File: src/rtl/inner_shuffle_pkg.sv
// Shared types and sizing helpers for the inner-shuffle address generator.
// Bank index type plus address/counter width functions derived from block shape.
package inner_shuffle_pkg;

    typedef logic bank_t;

    // Address width covering both banks of ROWS*COLS words.
    function automatic int calc_aw(input int rows, input int cols);
        return $clog2(2 * rows * cols);
    endfunction

    // Counter width for a 0..range_n-1 counter, never narrower than one bit.
    function automatic int cnt_w(input int range_n);
        return (range_n <= 2) ? 1 : $clog2(range_n);
    endfunction

endpackage

File: src/rtl/shuffle_addr_gen_if.sv
// Input stream, memory write port and memory read-request/beat signals of the shuffle address generator.
// master = upstream/memory side, slave = the address generator.
interface shuffle_addr_gen_if #(
    parameter int WIDTH = 8,
    parameter int AW    = 4
);
    logic [WIDTH-1:0] idat;
    logic             ivld;
    logic             irdy;
    logic [WIDTH-1:0] wr_data;
    logic [AW-1:0]    wr_addr;
    logic             wr_en;
    logic [AW-1:0]    rd_addr;
    logic             rd_req_vld;
    logic             rd_req_rdy;
    logic             rd_beat;

    modport master (
        output idat, ivld, rd_req_rdy, rd_beat,
        input  irdy, wr_data, wr_addr, wr_en, rd_addr, rd_req_vld
    );

    modport slave (
        input  idat, ivld, rd_req_rdy, rd_beat,
        output irdy, wr_data, wr_addr, wr_en, rd_addr, rd_req_vld
    );
endinterface

File: src/rtl/shuffle_addr_gen.sv
// Double-buffered transpose address generator: row-major writes, column-major read requests.
// Write path is zero latency; a bank is recycled only after all its read beats have retired.
module shuffle_addr_gen
    import inner_shuffle_pkg::*;
#(
    parameter int WIDTH = 8,
    parameter int ROWS  = 2,
    parameter int COLS  = 3
) (
    input  logic              clk,
    input  logic              rst_n,
    shuffle_addr_gen_if.slave bus
);
    localparam int N   = ROWS * COLS;
    localparam int AW  = calc_aw(ROWS, COLS);
    localparam int WCW = cnt_w(N);
    localparam int RW  = cnt_w(ROWS);
    localparam int CW  = cnt_w(COLS);

    localparam logic [AW-1:0]  N_A    = AW'(N);
    localparam logic [AW-1:0]  COLS_A = AW'(COLS);
    localparam logic [WCW-1:0] W_LAST = WCW'(N - 1);
    localparam logic [WCW-1:0] ROWS_W = WCW'(ROWS);
    localparam logic [RW-1:0]  R_LAST = RW'(ROWS - 1);
    localparam logic [CW-1:0]  C_LAST = CW'(COLS - 1);

    bank_t          wbank_q, wbank_d, rbank_q, rbank_d, retire_bank_q, retire_bank_d;
    logic [WCW-1:0] wcnt_q, wcnt_d, rcnt_q, rcnt_d;
    logic [RW-1:0]  r_q, r_d;
    logic [CW-1:0]  c_q, c_d;
    logic [1:0]     full_q, full_d, issued_q, issued_d;

    logic           wr_fire, wr_last, rd_fire, rd_last, beat_legal, beat_ok, ret_last;
    logic [WCW-1:0] iss_cnt;

    assign bus.irdy       = rst_n && !full_q[wbank_q];
    assign bus.wr_en      = bus.ivld && bus.irdy;
    assign bus.wr_data    = bus.idat;
    assign bus.wr_addr    = (wbank_q ? N_A : '0) + AW'(wcnt_q);
    assign bus.rd_req_vld = full_q[rbank_q] && !issued_q[rbank_q];
    assign bus.rd_addr    = (rbank_q ? N_A : '0) + AW'(r_q) * COLS_A + AW'(c_q);

    assign wr_fire = bus.wr_en;
    assign wr_last = wr_fire && (wcnt_q == W_LAST);
    assign rd_fire = bus.rd_req_vld && bus.rd_req_rdy;
    assign rd_last = rd_fire && (r_q == R_LAST) && (c_q == C_LAST);

    // A beat is legal once its word has been requested: either the retiring bank is
    // fully issued, or it is the bank being issued and has more requests out than beats.
    assign iss_cnt    = WCW'(c_q) * ROWS_W + WCW'(r_q);
    assign beat_legal = issued_q[retire_bank_q] ||
                        ((retire_bank_q == rbank_q) && full_q[rbank_q] && (iss_cnt > rcnt_q));
    assign beat_ok    = bus.rd_beat && beat_legal;
    assign ret_last   = beat_ok && (rcnt_q == W_LAST);

    always_comb begin
        wcnt_d  = wcnt_q;
        wbank_d = wbank_q;
        if (wr_last) begin
            wcnt_d  = '0;
            wbank_d = ~wbank_q;
        end else if (wr_fire) begin
            wcnt_d = wcnt_q + WCW'(1);
        end
    end

    always_comb begin
        r_d     = r_q;
        c_d     = c_q;
        rbank_d = rbank_q;
        if (rd_fire) begin
            if (r_q == R_LAST) begin
                r_d = '0;
                if (c_q == C_LAST) begin
                    c_d     = '0;
                    rbank_d = ~rbank_q;
                end else begin
                    c_d = c_q + CW'(1);
                end
            end else begin
                r_d = r_q + RW'(1);
            end
        end
    end

    always_comb begin
        rcnt_d        = rcnt_q;
        retire_bank_d = retire_bank_q;
        if (ret_last) begin
            rcnt_d        = '0;
            retire_bank_d = ~retire_bank_q;
        end else if (beat_ok) begin
            rcnt_d = rcnt_q + WCW'(1);
        end
    end

    // Set and clear never hit the same bank in one cycle: a full bank blocks writes.
    always_comb begin
        full_d   = full_q;
        issued_d = issued_q;
        if (wr_last)  full_d[wbank_q]         = 1'b1;
        if (rd_last)  issued_d[rbank_q]       = 1'b1;
        if (ret_last) begin
            full_d[retire_bank_q]   = 1'b0;
            issued_d[retire_bank_q] = 1'b0;
        end
    end

    always_ff @(posedge clk or negedge rst_n) begin
        if (!rst_n) begin
            wcnt_q  <= '0;
            wbank_q <= 1'b0;
        end else begin
            wcnt_q  <= wcnt_d;
            wbank_q <= wbank_d;
        end
    end

    always_ff @(posedge clk or negedge rst_n) begin
        if (!rst_n) begin
            r_q     <= '0;
            c_q     <= '0;
            rbank_q <= 1'b0;
        end else begin
            r_q     <= r_d;
            c_q     <= c_d;
            rbank_q <= rbank_d;
        end
    end

    always_ff @(posedge clk or negedge rst_n) begin
        if (!rst_n) begin
            rcnt_q        <= '0;
            retire_bank_q <= 1'b0;
        end else begin
            rcnt_q        <= rcnt_d;
            retire_bank_q <= retire_bank_d;
        end
    end

    always_ff @(posedge clk or negedge rst_n) begin
        if (!rst_n) begin
            full_q   <= '0;
            issued_q <= '0;
        end else begin
            full_q   <= full_d;
            issued_q <= issued_d;
        end
    end

    ap_beat_legal: assert property (@(posedge clk) disable iff (!rst_n)
        bus.rd_beat |-> beat_legal)
        else $error("rd_beat with no outstanding read request");

endmodule
File: src/flat_wrapper.sv
// flat-port wrapper written by rule: the top's interface ports become plain ports
module shuffle_addr_gen_flat import inner_shuffle_pkg::*;
#(
    parameter int WIDTH = 8,
    parameter int ROWS  = 2,
    parameter int COLS  = 3
)
  (clk, rst_n, bus_idat, bus_ivld, bus_rd_req_rdy, bus_rd_beat, bus_irdy, bus_wr_data, bus_wr_addr, bus_wr_en, bus_rd_addr, bus_rd_req_vld);
  shuffle_addr_gen_if #(.WIDTH(WIDTH)) bus_i ();
  input  logic clk;
  input  logic rst_n;
  input wire logic [$bits(bus_i.idat)-1:0] bus_idat;
  input wire logic [$bits(bus_i.ivld)-1:0] bus_ivld;
  input wire logic [$bits(bus_i.rd_req_rdy)-1:0] bus_rd_req_rdy;
  input wire logic [$bits(bus_i.rd_beat)-1:0] bus_rd_beat;
  output wire logic [$bits(bus_i.irdy)-1:0] bus_irdy;
  output wire logic [$bits(bus_i.wr_data)-1:0] bus_wr_data;
  output wire logic [$bits(bus_i.wr_addr)-1:0] bus_wr_addr;
  output wire logic [$bits(bus_i.wr_en)-1:0] bus_wr_en;
  output wire logic [$bits(bus_i.rd_addr)-1:0] bus_rd_addr;
  output wire logic [$bits(bus_i.rd_req_vld)-1:0] bus_rd_req_vld;
  assign bus_i.idat = bus_idat;
  assign bus_i.ivld = bus_ivld;
  assign bus_i.rd_req_rdy = bus_rd_req_rdy;
  assign bus_i.rd_beat = bus_rd_beat;
  assign bus_irdy = bus_i.irdy;
  assign bus_wr_data = bus_i.wr_data;
  assign bus_wr_addr = bus_i.wr_addr;
  assign bus_wr_en = bus_i.wr_en;
  assign bus_rd_addr = bus_i.rd_addr;
  assign bus_rd_req_vld = bus_i.rd_req_vld;
  shuffle_addr_gen #(.WIDTH(WIDTH), .ROWS(ROWS), .COLS(COLS)) u_core (.clk(clk), .rst_n(rst_n), .bus(bus_i));
endmodule
File: config.mk
export PLATFORM = sky130hd
export DESIGN_NAME = shuffle_addr_gen_flat
export DESIGN_NICKNAME = d
export VERILOG_FILES = /design/src/rtl/inner_shuffle_pkg.sv /design/src/rtl/shuffle_addr_gen_if.sv /design/src/rtl/shuffle_addr_gen.sv /design/src/flat_wrapper.sv
export SDC_FILE = /design/constraint.sdc
export NUM_CORES = 1
export LEC_CHECK = 0
export BUFFER_PORTS_ARGS = -buffer_cell sky130_fd_sc_hd__buf_2
export CAP_MARGIN = 10
export CORE_ASPECT_RATIO = 0.8
export CORE_MARGIN = 2
export CORE_UTILIZATION = 45
export DETAILED_ROUTE_END_ITERATION = 6
export GPL_ROUTABILITY_DRIVEN = 1
export PLACE_DENSITY = 0.73
export SLEW_MARGIN = 20
export SYNTH_ARGS = -nofsm -noshare
export SYNTH_HDL_FRONTEND = slang
export SYNTH_SLANG_ARGS = --single-unit
File: constraint.sdc
create_clock -name clk -period 6.31 [get_ports clk]
set_input_delay 1.262 -clock clk [delete_from_list [all_inputs] [get_ports clk]]
set_output_delay 1.262 -clock clk [all_outputs]
set_load 0.02 [all_outputs]
; ---- Yosys cells after proc, flatten, opt, wreduce, memory -nomap -nowiden
; Index checks and enable logic that the tools add are counted.
[op_classes]
n_eq_ne = 4
n_shift = 0
n_reduce_logical = 21
n_mul = 1
add_sub_neg = 8
order_cmp = 7
muxes = 26
n_div = 0
n_bitwise = 8
[op_table]
columns = op, count
row1 = $mux W3, 6
row2 = $logic_and A1 B1 Y1, 14
row3 = $mux W1, 12
row4 = $mux W2, 5
row5 = $add A4 B3 Y4, 2
row6 = $add A3 B1 Y3 const B, 2
row7 = $eq A3 B3 Y1 const B, 2
row8 = $lt A1 B2 Y1 const B, 3
row9 = $add A4 B2 Y4, 1
row10 = $and A2 B2 Y2, 2
row11 = $or A2 B2 Y2, 2
row12 = $reduce_bool A2 Y1, 2
row13 = $add A3 B1 Y3, 1
row14 = $demux W1 S1, 3
row15 = $ge A1 B1 Y1 const B, 3
row16 = $gt A3 B3 Y1, 1
row17 = $mul A1 B2 Y3 const B, 1
row18 = $not A1 Y1, 3
row19 = $reduce_and A3 Y1, 1
row20 = $add A2 B1 Y2 const B, 1
row21 = $eq A2 B2 Y1 const B, 1
row22 = $logic_not A1 Y1, 2
row23 = $not A2 Y2, 1
row24 = $reduce_and A2 Y1, 1
row25 = 3 further kinds, 3
[totals]
elab_cells = 84
latchBits = 0
memories = 0
ramBits = 0
regBits = 16
romBits = 0

; ---- Depth between registers and ports, before layout
; Gate-level depths: netlist of run 1.
[depth]
ltp_word = 10
mapped_depth = 7
depth_no_buf = 6

; ---- Least setup slack after synthesis of run 1
; No wires, ideal clock.
[synth_timing]
kind = register -> output
start = register u_core.c_q[1]
end = output port bus_rd_addr[2]
slack_ns = 3.352
path_stages_with_launch = 6
t_arrival_ns = 1.696
required_time_ns = 5.048
cell_sequence = dfrtp_1 fa_1 ha_1 inv_1 fa_1 inv_1
[synth_via]
elab_chain_len = 1
[synth_rtl]
columns = element, line
row1 = start: declaration, shuffle_addr_gen.sv:30  ; logic [CW-1:0] c_q, c_d;
row2 = start signal: assignment, shuffle_addr_gen.sv:122  ; c_q <= '0;
row3 = start signal: assignment, shuffle_addr_gen.sv:126  ; c_q <= c_d;
row4 = $add A4 B2 Y4, shuffle_addr_gen.sv:41  ; assign bus.rd_addr = (rbank_q ? N_A : '0) + AW'(r_q) * COLS_A + AW'(c_q);
row5 = end: declaration, flat_wrapper.sv:20  ; output wire logic [$bits(bus_i.rd_addr)-1:0] bus_rd_addr;
; No other way between the ends.

; ---- Worst setup path after layout of run 1
[layout_timing]
start = input port rst_n
end = output port bus_wr_en
[layout_via]
elab_chain_len = 2
[layout_rtl]
columns = element, line
row1 = start: declaration, flat_wrapper.sv:11  ; input logic rst_n;
row2 = $logic_and A1 B1 Y1, shuffle_addr_gen.sv:36  ; assign bus.irdy = rst_n && !full_q[wbank_q];
row3 = $logic_and A1 B1 Y1, shuffle_addr_gen.sv:37  ; assign bus.wr_en = bus.ivld && bus.irdy;
row4 = end: declaration, flat_wrapper.sv:19  ; output wire logic [$bits(bus_i.wr_en)-1:0] bus_wr_en;
; No other way between the ends.

==> metrics.log, run 1 <==
[metrics] status: completed
[metrics] leading area contributor after synthesis: sky130_fd_sc_hd__dfrtp_1
[metrics] All-Layer GR Usage: 0.1734
[metrics] Worst EP arrival: 2.23 ns
[metrics] Antenna diodes: 0
[metrics] transition time at the pin with the least slew margin: about 0.57 ns
[metrics] top cells by count, synth: 16 x sky130_fd_sc_hd__dfrtp_1, 13 x sky130_fd_sc_hd__inv_1, 10 x sky130_fd_sc_hd__buf_4, 10 x sky130_fd_sc_hd__ha_1, 9 x sky130_fd_sc_hd__nand2_1
[metrics] post-CTS sizing: 0
[metrics] Post-layout nets: about 160
[metrics] Async S/R FF share, synth: 1.000
[metrics] number of setup violations in the final report: 0
[metrics] cell area power density: around 260 nW/um^2
[metrics] Syn Area/Cell: 9.652 sq um
[metrics] critical path launch point: rst_n
[metrics] RR Startpoint: u_core.rcnt_q[2]
[metrics] area fraction of the dominant cell type after synthesis: 0.3292
[metrics] EDFF count, synth: 0
[metrics] Critical Path Sink Type: primary output
[metrics] Worst-path clk slew: approximately 0.09 ns
[metrics] synthesized netlist cell count: 126
[metrics] Syn-to-layout area delta: 5.761%
[metrics] combined area of all synthesized cells: around 1200 sq um
[metrics] hold path startpoint: u_core.full_q[0]
[metrics] fill cell count: roughly 250
[metrics] Max Cap Viol: 0
[metrics] vias per cell: about 5.6
[metrics] drc violations: 0
[metrics] DPL Wire Length: around 1900 um
[metrics] path type of the worst setup path: in -> out
[metrics] Critical Path Source Type: input port
[metrics] Inst Count DP: approximately 170
[metrics] count of state elements after synthesis: 16
[metrics] ratio of cells with drive above 1 in the final layout: 0.1940
[metrics] number of distinct library cells after synthesis: 39
[metrics] Post-CTS Repair Setup Buffers: 0
[metrics] CTS tree: done
[metrics] vias after detailed routing: 954
[metrics] worst IR drop on VDD: approximately 0.19 mV
[metrics] clock latency on the worst-skew pair: around 0.29 ns
[metrics] number of iterations in the first detailed-routing pass: 4
[metrics] most frequently used cell type in the post-synthesis netlist: sky130_fd_sc_hd__dfrtp_1
[metrics] Initial Utilization: 0.4860
[metrics] Fmax achieved: 286.5 MHz
[metrics] Final Critical Period: about 3.5 ns
[metrics] final hold vios: 0
[metrics] cell types occupying the most area after synthesis: sky130_fd_sc_hd__dfrtp_1 33%, sky130_fd_sc_hd__ha_1 10%, sky130_fd_sc_hd__buf_4 6.2%, sky130_fd_sc_hd__fa_1 4.9%, sky130_fd_sc_hd__inv_1 4.0%
[metrics] average wire length per cell after detail routing: about 14 um
[metrics] count of yosys warnings during synthesis: 0
[metrics] relative slew slack: 0.6072
[metrics] last weighted congestion value of the routability-driven placer: 0.8696
[metrics] maximum number of pins on one net before global-route repair: 19
[metrics] die extent in y: a little over 50 um
[metrics] Worst Clk Skew: roughly 0.011 ns
[metrics] setup repair after global routing missed its margin: false
[metrics] aggregate negative setup slack: 0 ns
[metrics] cell row count: 16
[metrics] number of buffers created by CTS: 3
[metrics] number of H-tree branching levels: 1
[metrics] antenna violations before repair: 0
[metrics] crit path max fanout: 18
[metrics] full die area: roughly 3100 sq um
[metrics] fraction of the cycle the final worst path needs: 0.5532
[metrics] non-filler cells, final: 170
[metrics] final global-route overflow total: 0
[metrics] part of the Yosys area used for sequential elements: 0.3292
[metrics] setup slack of the worst register-to-register path: about 4.4 ns
[metrics] number of input and output port buffers inserted: 15
[metrics] Net Count, Synth: about 150
[metrics] most instantiated flip-flop cell in the synthesis netlist: sky130_fd_sc_hd__dfrtp_1
[metrics] I/O pin count: 32
[metrics] Clock Sink Count: 16
[metrics] iteration-0 DRC count of the detailed router: 31
[metrics] Crit path required time: 5.05 ns
[metrics] path type of the worst min-delay path: reg -> reg
[metrics] wirelength, routed: between 2000 and 2500 um
[metrics] via count of the first global-routing pass: 907
[metrics] area of the core: 2502 sq um
[metrics] buffer depth of the longest clock path: 2
[metrics] Detail Route Antenna Nets: 0
[metrics] Slew Limit Fails: 0
[metrics] die extent in x: roughly 62 um
[metrics] leakage power figure: ~0.00060 uW
[metrics] first-pass GRT wire length: approximately 4200 um
[metrics] clock tree root buffer cell: sky130_fd_sc_hd__clkbuf_4
[metrics] hold buffers post-CTS: 0
## where the power goes
| group | internal [uW] | total (uW) | switching (uW) |
|---|---|---|---|
| sequential | 119 | 144 | 24.5 |
| clock | 35.1 | 67.4 | 32.3 |
| combinational | 48.5 | 119 | 70.5 |
| total | 203 | 330 | 127 |
## flip-flops by register name (all words and copies together) (netlist names)
register              count
u_core.wcnt_q             3
u_core.full_q             2
u_core.rcnt_q             3
u_core.r_q                1
u_core.c_q                2
u_core.issued_q           2
u_core.retire_bank_q      1
u_core.rbank_q            1
u_core.wbank_q            1
## worst max-delay path: stages
cell and delay, ns:
sky130_fd_sc_hd__buf_2 0.35, sky130_fd_sc_hd__nand3_1 0.25, sky130_fd_sc_hd__inv_1 0.18, sky130_fd_sc_hd__buf_2 0.18
## per-layer routing
layer / vias to the layer above / GRT usage / wire, um
met5: - / 0 / 0
met4: 0 / 0.07407 / 38
met3: 8 / 0.04260 / 105
met2: 27 / 0.2862 / 1140
met1: 454 / 0.2195 / 1118
li1: 465 / - / -
## cell type report
class	instances	area (sq um)	area share
Multi-Input combinational cell	86	680.7	0.5292
Sequential cell	16	400.4	0.3113
Timing Repair Buffer	15	75.07	0.05837
Inverter	13	48.80	0.03794
Tap cell	36	45.04	0.03502
Clock buffer	4	36.28	0.02821
## worst paths after layout
path                                      endpoint  depth (start not counted)
worst max-delay path                     bus_wr_en                          4
min in group asynchronous       u_core.issued_q[0]                          1
worst min-delay path              u_core.full_q[0]                          1
worst min register to register    u_core.full_q[0]                          1
max in group asynchronous         u_core.rcnt_q[2]                          1
worst max register to register    u_core.full_q[1]                          6
## layout by cell type, fill, tap and decap left out
cell type	count
sky130_fd_sc_hd__a221oi_1	2
sky130_fd_sc_hd__and3_1	1
sky130_fd_sc_hd__mux2_2	1
sky130_fd_sc_hd__ha_1	10
sky130_fd_sc_hd__a31oi_1	5
sky130_fd_sc_hd__o21ai_0	6
sky130_fd_sc_hd__a21oi_2	1
sky130_fd_sc_hd__and2_1	4
sky130_fd_sc_hd__nor3b_2	1
sky130_fd_sc_hd__o32a_1	2
sky130_fd_sc_hd__or2_2	1
sky130_fd_sc_hd__xnor2_1	2
sky130_fd_sc_hd__nand2_1	9
sky130_fd_sc_hd__nand2b_1	2
sky130_fd_sc_hd__a211oi_1	2
sky130_fd_sc_hd__o21ai_1	1
sky130_fd_sc_hd__nand3_1	4
sky130_fd_sc_hd__nand3b_1	2
sky130_fd_sc_hd__a32oi_1	1
sky130_fd_sc_hd__nor2_1	3
sky130_fd_sc_hd__o31ai_1	1
sky130_fd_sc_hd__and3b_1	1
sky130_fd_sc_hd__a21o_1	1
sky130_fd_sc_hd__clkbuf_4	3
sky130_fd_sc_hd__fa_1	3
sky130_fd_sc_hd__a21oi_1	5
sky130_fd_sc_hd__o41a_1	1
sky130_fd_sc_hd__a32oi_4	1
sky130_fd_sc_hd__dfrtp_1	16
sky130_fd_sc_hd__o211ai_1	3
sky130_fd_sc_hd__or3b_4	1
sky130_fd_sc_hd__a2111oi_0	1
sky130_fd_sc_hd__nor4_1	1
sky130_fd_sc_hd__nor3b_1	1
sky130_fd_sc_hd__inv_1	13
sky130_fd_sc_hd__nor3_1	3
sky130_fd_sc_hd__mux2i_1	2
sky130_fd_sc_hd__clkbuf_8	1
sky130_fd_sc_hd__a21o_2	1
sky130_fd_sc_hd__buf_2	15
## logic make-up (layout without fill, tap and decap cells)
kind of cell | count (synthesis) | in the layout | synth area share
AOI/OAI and AO/OA | 34 | 34 | 0.2099
DFF | 16 | 16 | 0.3292
adders and majority gates | 13 | 13 | 0.1523
xor gates and xnor gates | 2 | 2 | 0.01441
buffers and inverters | 24 | 32 | 0.1111
muxes | 3 | 3 | 0.02572
and+or+nand+nor | 34 | 34 | 0.1574
## stage by stage
step	worst slack, ns	area, sq um	hold WS, ns	util	total power [uW]
after floorplan	3.352	1216	0.4986	-	241.2
after global placement	2.874	1250	0.5390	0.4995	256.1
after detailed placement	2.816	1250	0.5447	0.4995	265.3
after CTS	2.814	1286	0.5684	0.5140	333.6
after global routing	2.670	1286	0.5940	0.5140	359.1
final	2.819	1286	0.5632	0.5140	330.3
(Power assumes the default switching activity.)
==> run 2: changes to the inputs <==
==> constraint.sdc (replaced) <==
create_clock -name clk -period 3.5 [get_ports clk]
set_input_delay 0.7 -clock clk [delete_from_list [all_inputs] [get_ports clk]]
set_output_delay 0.7 -clock clk [all_outputs]
set_load 0.02 [all_outputs]
==> metrics.log, run 2 (same netlist as run 1, synthesis figures left out) <==
[metrics] antenna violations before repair: 0 (unchanged)
[metrics] clock tree root buffer cell: sky130_fd_sc_hd__clkbuf_4 (unchanged)
[metrics] Hold Worst Slack: 0.3179 ns (was 0.5632 ns)
[metrics] fraction of the cycle the final worst path needs: 0.8286
[metrics] first-pass GRT wire length: 4381 um (was 4236 um)
[metrics] via count of the first global-routing pass: 965 (was 907)
[metrics] area of the core: 2502 sq um (unchanged)
[metrics] NetSw: 224.2 uW (was 127.3 uW)
[metrics] All-Layer GR Usage: 0.1775 (was 0.1734)
[metrics] setup repair after global routing missed its margin: false (unchanged)
[metrics] aggregate negative setup slack: 0 ns (unchanged)
[metrics] average wire length per cell after detail routing: 14.36 um (was 14.14 um)
[metrics] path type of the worst min-delay path: in -> async (was reg -> reg)
[metrics] Antenna diodes: 0 (unchanged)
[metrics] Post-layout nets: 161 (unchanged)
[metrics] crit path max-delay cell type: sky130_fd_sc_hd__fa_1 (was sky130_fd_sc_hd__buf_2)
[metrics] Worst EP arrival: 2.20 ns (was 2.23 ns)
[metrics] worst IR drop on VDD: 0.3427 mV (was 0.1892 mV)
[metrics] leading cell types in the layout, fill and taps excluded: 16 x sky130_fd_sc_hd__dfrtp_1, 15 x sky130_fd_sc_hd__buf_2, 13 x sky130_fd_sc_hd__inv_1 (unchanged)
[metrics] transition time at the pin with the least slew margin: 0.6203 ns (was 0.5728 ns)
[metrics] full die area: 3137 sq um (unchanged)
[metrics] endpoint of the worst register-to-register path: u_core.retire_bank_q (was u_core.full_q[1])
[metrics] number of buffers created by CTS: 3 (unchanged)
[metrics] hold buffers post-CTS: 0 (unchanged)
[metrics] leakage power figure: 0.0005954 uW (unchanged)
[metrics] maximum number of pins on one net before global-route repair: 19 (unchanged)
[metrics] Detail Route Antenna Nets: 0 (unchanged)
[metrics] power share of the clock group: 0.212 (was 0.204)
[metrics] gate family responsible for the most delay along the worst path: adder cells (was buffers and inverters)
[metrics] worst-case reg-to-reg path depth: 6 (unchanged)
[metrics] leading cell type in the layout, fill and taps excluded: sky130_fd_sc_hd__dfrtp_1 (unchanged)
[metrics] Post-CTS Repair Setup Buffers: 0 (unchanged)
[metrics] Reg power frac: 0.437 (was 0.436)
[metrics] Worst Clk Skew: 0.005053 ns (was 0.01051 ns)
[metrics] Fmax achieved: between 300 and 400 MHz
[metrics] I/O pin count: 32 (unchanged)
[metrics] number of H-tree branching levels: 1 (unchanged)
[metrics] vias per cell: 5.594 (was 5.612)
[metrics] last weighted congestion value of the routability-driven placer: 0.8074 (was 0.8696)
[metrics] crit path max fanout: 5 (was 18)
[metrics] number of input and output port buffers inserted: 15 (unchanged)
[metrics] ratio of cells with drive above 1 in the final layout: 0.1940 (unchanged)
[metrics] Gate power share: 0.351 (was 0.360)
[metrics] crit-path max cell delay: 0.58 ns (was 0.35 ns)
[metrics] internal power component: 362.6 uW (was 203.0 uW)
[metrics] number of iterations in the first detailed-routing pass: 4 (unchanged)
[metrics] final global-route overflow total: 0 (unchanged)
[metrics] Critical Path Source Type: flip-flop (was input port)
[metrics] final hold vios: 0 (unchanged)
[metrics] post-CTS sizing: 0 (unchanged)
[metrics] switching share of power: 0.3821 (was 0.3853)
[metrics] status: completed (unchanged)
[metrics] clock latency on the worst-skew pair: 0.29 ns (about the same)
[metrics] cell row count: 16 (unchanged)
[metrics] Max Cap Viol: 0 (unchanged)
[metrics] Initial Utilization: 0.4860 (unchanged)
[metrics] number of setup violations in the final report: 0 (unchanged)
[metrics] vias after detailed routing: 951 (was 954)
[metrics] Final Critical Period: 2.900 ns
[metrics] cell area power density: 456.2 nW/um^2 (was 256.8 nW/um^2)
[metrics] relative slew slack: 0.5746 (was 0.6072)
[metrics] Clock Sink Count: 16 (unchanged)
[metrics] DPL Wire Length: 1937 um (was 1872 um)
[metrics] CTS tree: done (unchanged)
[metrics] die extent in y: 50.50 um (unchanged)
[metrics] ordered list of cells on the worst path: fa_1, ha_1, inv_1, fa_1, inv_1, buf_2 (was buf_2, nand3_1, inv_1, buf_2)
[metrics] Slew Limit Fails: 0 (unchanged)
[metrics] Crit path required time: 2.80 ns (was 5.05 ns)
[metrics] Critical Path Sink Type: primary output (unchanged)
[metrics] Syn-to-layout area delta: 5.761% (unchanged)
[metrics] Worst-path clk slew: 0.10 ns (was 0.09 ns)
[metrics] RR Startpoint: u_core.rcnt_q[2] (unchanged)
[metrics] setup slack of the worst register-to-register path: 1.55 ns (was 4.36 ns)
[metrics] path type of the worst setup path: reg -> out (was in -> out)
[metrics] Largest regs: u_core.rcnt_q (3), u_core.wcnt_q (3) (unchanged)
[metrics] drc violations: 0 (unchanged)
[metrics] die extent in x: 62.12 um (unchanged)
[metrics] buffers and inverters on the worst path: 3 (unchanged)
[metrics] buffer depth of the longest clock path: 2 (unchanged)
[metrics] wirelength, routed: 2441 um (was 2403 um)
[metrics] iteration-0 DRC count of the detailed router: 33 (was 31)
run 2: final cells by class:
class,count,area (sq um)
inverter,13,48.80
fill,241,1216
tap,36,45.04
multi-input combinational,86,680.7
timing repair buffer,15,75.07
clock buffer,4,36.28
sequential,16,400.4
run 2: layer usage:
layer  up-vias  part of all wire  GRT usage
met1       463              0.48     0.2159
met4         0             0.015    0.06296
li1        465                 -          -
met2        15              0.47     0.3170
met3         8             0.036    0.03587
met5         -                 0          0
run 2: stage by stage:
step           cells  total power [uW]  cell area (sq um)  setup WS [ns]    util
4_1_cts          170             597.8               1286         0.5999  0.5140
6_report         170             586.8               1286         0.6000  0.5140
5_1_grt          170             638.5               1286         0.5048  0.5140
3_5_place_dp     166             472.3               1250         0.9248  0.4995
3_3_place_gp     166             458.2               1250          1.011  0.4995
2_1_floorplan    126             434.8               1216          1.104       -
run 2: power groups by stage:
stage / registers, uW / logic [uW] / clock network, uW
6_report: 257 / 206 / 124
4_1_cts: 258 / 212 / 129
3_3_place_gp: 260 / 199 / 0
2_1_floorplan: 250 / 185 / 0
5_1_grt: 266 / 235 / 138
3_5_place_dp: 261 / 211 / 0
run 2: worst reg2reg max path: stages (launching register included):
cell and delay [ns]:
sky130_fd_sc_hd__dfrtp_1 0.51, sky130_fd_sc_hd__inv_1 0.08, sky130_fd_sc_hd__ha_1 0.35, sky130_fd_sc_hd__a21oi_1 0.30, sky130_fd_sc_hd__nand2_1 0.19, sky130_fd_sc_hd__a21o_2 0.27, sky130_fd_sc_hd__a31oi_1 0.18
run 2: worst max path at each step:
stage / startpoint / end / depth (start not counted)
2_1_floorplan: u_core.c_q[1] / bus_rd_addr[2] / 5
3_3_place_gp: u_core.c_q[1] / bus_rd_addr[2] / 6
3_5_place_dp: u_core.c_q[1] / bus_rd_addr[2] / 6
4_1_cts: u_core.c_q[1] / bus_rd_addr[2] / 6
5_1_grt: u_core.c_q[1] / bus_rd_addr[2] / 6
6_report: u_core.c_q[1] / bus_rd_addr[2] / 6
==> run 3: changes to the inputs <==
--- a/config.mk
+++ b/config.mk
@@ -12,7 +12,7 @@
 export CORE_UTILIZATION = 45
 export DETAILED_ROUTE_END_ITERATION = 6
 export GPL_ROUTABILITY_DRIVEN = 1
-export PLACE_DENSITY = 0.73
+export PLACE_DENSITY = 0.76
 export SLEW_MARGIN = 20
 export SYNTH_ARGS = -nofsm -noshare
 export SYNTH_HDL_FRONTEND = slang
==> constraint.sdc (replaced) <==
create_clock -name clk -period 2.4 [get_ports clk]
set_input_delay 0.48 -clock clk [delete_from_list [all_inputs] [get_ports clk]]
set_output_delay 0.48 -clock clk [all_outputs]
set_load 0.02 [all_outputs]
==> metrics.log, run 3 (same netlist as run 1, synthesis figures left out) <==
[metrics] Hold Worst Slack: 0.1348 ns (was 0.3179 ns)
[metrics] Clock Sink Count: 16 (unchanged)
[metrics] die extent in x: 62.12 um (unchanged)
[metrics] number of iterations in the first detailed-routing pass: 4 (unchanged)
[metrics] final global-route overflow total: 0 (unchanged)
[metrics] I/O pin count: 32 (unchanged)
[metrics] average wire length per cell after detail routing: 13.96 um (was 14.36 um)
[metrics] cell area power density: 644.1 nW/um^2 (was 456.2 nW/um^2)
[metrics] Crit path required time: 1.92 ns (was 2.80 ns)
[metrics] first-pass GRT wire length: 4471 um (was 4381 um)
[metrics] full die area: 3137 sq um (unchanged)
[metrics] Largest regs: u_core.rcnt_q (3), u_core.wcnt_q (3) (unchanged)
[metrics] fraction of the cycle the final worst path needs: 1.071
[metrics] violated checks: setup timing
[metrics] Worst EP arrival: 2.09 ns (was 2.20 ns)
[metrics] Pwr Total: 857.5 uW (was 586.8 uW)
[metrics] worst setup margin: -0.1711 ns (was 0.6000 ns)
[metrics] final hold vios: 0 (unchanged)
[metrics] cell row count: 16 (unchanged)
[metrics] number of setup violations in the final report: 2 (was 0)
[metrics] drc violations: 0 (unchanged)
[metrics] Post-layout nets: 165 (was 161)
[metrics] vias per cell: 5.529 (was 5.594)
[metrics] Critical Path Source Type: flip-flop (unchanged)
[metrics] DPL Wire Length: 1842 um (was 1937 um)
[metrics] Final Critical Period: roughly 2.6 ns
[metrics] vias after detailed routing: 962 (was 951)
[metrics] number of H-tree branching levels: 1 (unchanged)
[metrics] Slew Limit Fails: 0 (unchanged)
[metrics] last weighted congestion value of the routability-driven placer: 0.8279 (was 0.8074)
[metrics] Critical Path Sink Type: primary output (unchanged)
[metrics] crit path max fanout: 2 (was 5)
[metrics] via count of the first global-routing pass: 970 (was 965)
[metrics] area of the core: 2502 sq um (unchanged)
[metrics] Max Cap Viol: 0 (unchanged)
[metrics] All-Layer GR Usage: 0.1773 (was 0.1775)
[metrics] setup slack of the worst register-to-register path: 0.42 ns (was 1.55 ns)
[metrics] ratio of cells with drive above 1 in the final layout: 0.2391 (was 0.1940)
[metrics] Antenna diodes: 0 (unchanged)
[metrics] path type of the worst min-delay path: in -> async (unchanged)
[metrics] buffer depth of the longest clock path: 2 (unchanged)
[metrics] maximum number of pins on one net before global-route repair: 18 (was 19)
[metrics] die extent in y: 50.50 um (unchanged)
[metrics] relative slew slack: 0.5850 (was 0.5746)
[metrics] CTS tree: done (unchanged)
[metrics] hold buffers post-CTS: 0 (unchanged)
[metrics] path type of the worst setup path: reg -> out (unchanged)
[metrics] status: complete, but fails checks (was completed)
[metrics] worst IR drop on VDD: 0.4234 mV (was 0.3427 mV)
[metrics] Worst-path clk slew: 0.10 ns (about the same)
[metrics] transition time at the pin with the least slew margin: 0.6052 ns (was 0.6203 ns)
[metrics] leading cell types in the layout, fill and taps excluded: 16 x sky130_fd_sc_hd__dfrtp_1, 13 x sky130_fd_sc_hd__buf_2, 11 x sky130_fd_sc_hd__inv_1 (was 16 x sky130_fd_sc_hd__dfrtp_1, 15 x sky130_fd_sc_hd__buf_2, 13 x sky130_fd_sc_hd__inv_1)
[metrics] clock latency on the worst-skew pair: 0.29 ns (about the same)
[metrics] Worst Clk Skew: 0.007162 ns (was 0.005053 ns)
[metrics] wirelength, routed: 2429 um (was 2441 um)
[metrics] Initial Utilization: 0.4860 (unchanged)
[metrics] Inst Count DP: 169 (was 166)
[metrics] leakage power figure: 0.0006167 uW (was 0.0005954 uW)
[metrics] antenna violations before repair: 0 (unchanged)
[metrics] Fmax achieved: 388.9 MHz
[metrics] number of buffers created by CTS: 3 (unchanged)
[metrics] Detail Route Antenna Nets: 0 (unchanged)
[metrics] number of input and output port buffers inserted: 15 (unchanged)
[metrics] iteration-0 DRC count of the detailed router: 37 (was 33)
[metrics] Syn-to-layout area delta: 9.465% (was 5.761%)
[metrics] non-filler cells, final: 174 (was 170)
[metrics] clock tree root buffer cell: sky130_fd_sc_hd__clkbuf_4 (unchanged)
[metrics] setup repair after global routing missed its margin: true (was false)
[metrics] leading cell type in the layout, fill and taps excluded: sky130_fd_sc_hd__dfrtp_1 (unchanged)
-- run 3: where the power goes --
| part | total [uW] | switching, uW | internal (uW) |
|---|---|---|---|
| clock | 181 | 88.9 | 92.3 |
| sequential | 375 | 61.0 | 314 |
| combinational | 301 | 179 | 122 |
| total | 857 | 329 | 529 |
-- run 3: metrics by stage --
step	instance area, sq um	util	setup TNS, ns	setup WS [ns]
after floorplan	1216	-	0	0.2245
after global routing	1331	0.5320	-0.4264	-0.2665
after CTS	1331	0.5320	-0.2592	-0.1793
after detailed placement	1272	0.5085	0	0.08549
final	1331	0.5320	-0.2416	-0.1711
after global placement	1272	0.5085	0	0.1269
-- run 3: final cells by class --
cell class | count | area [sq um]
clock buffer | 4 | 36.28
fill | 236 | 1171
multi-input combinational | 86 | 683.2
tap | 36 | 45.04
inverter | 13 | 48.80
timing repair buffer | 19 | 117.6
sequential | 16 | 400.4
-- run 3: final timing paths --
check	end	start	cells past startpoint
setup reg to reg	u_core.retire_bank_q	u_core.rcnt_q[2]	6
hold reg to reg	u_core.full_q[0]	u_core.full_q[0]	1
min in group clk	u_core.r_q	bus_rd_req_rdy	3
setup / recovery	bus_rd_addr[2]	u_core.rbank_q	6
hold / removal	u_core.wbank_q	rst_n	2
max in group asynchronous	u_core.rcnt_q[1]	rst_n	2
-- run 3: worst max-delay path: stages (launching register included) --
cell and delay (ns):
sky130_fd_sc_hd__dfrtp_1 0.41, sky130_fd_sc_hd__fa_1 0.54, sky130_fd_sc_hd__ha_2 0.17, sky130_fd_sc_hd__inv_2 0.03, sky130_fd_sc_hd__fa_1 0.47, sky130_fd_sc_hd__inv_1 0.05, sky130_fd_sc_hd__buf_6 0.12
-- run 3: per-layer routing --
metal	part of all wire	global-route usage	up-vias	wire length, um
met5	0	0	-	0
met4	0.011	0.05926	0	27
met3	0.047	0.03812	6	115
met2	0.47	0.3080	19	1150
met1	0.47	0.2221	466	1135
li1	-	-	471	-
-- run 3: what timing repair did --
action	in CTS	in global routing
resized for setup	6	1
setup buffers	1	0
endpoints found under the setup margin	2	2
pin swaps	2	0
hold endpoints to repair	0	0
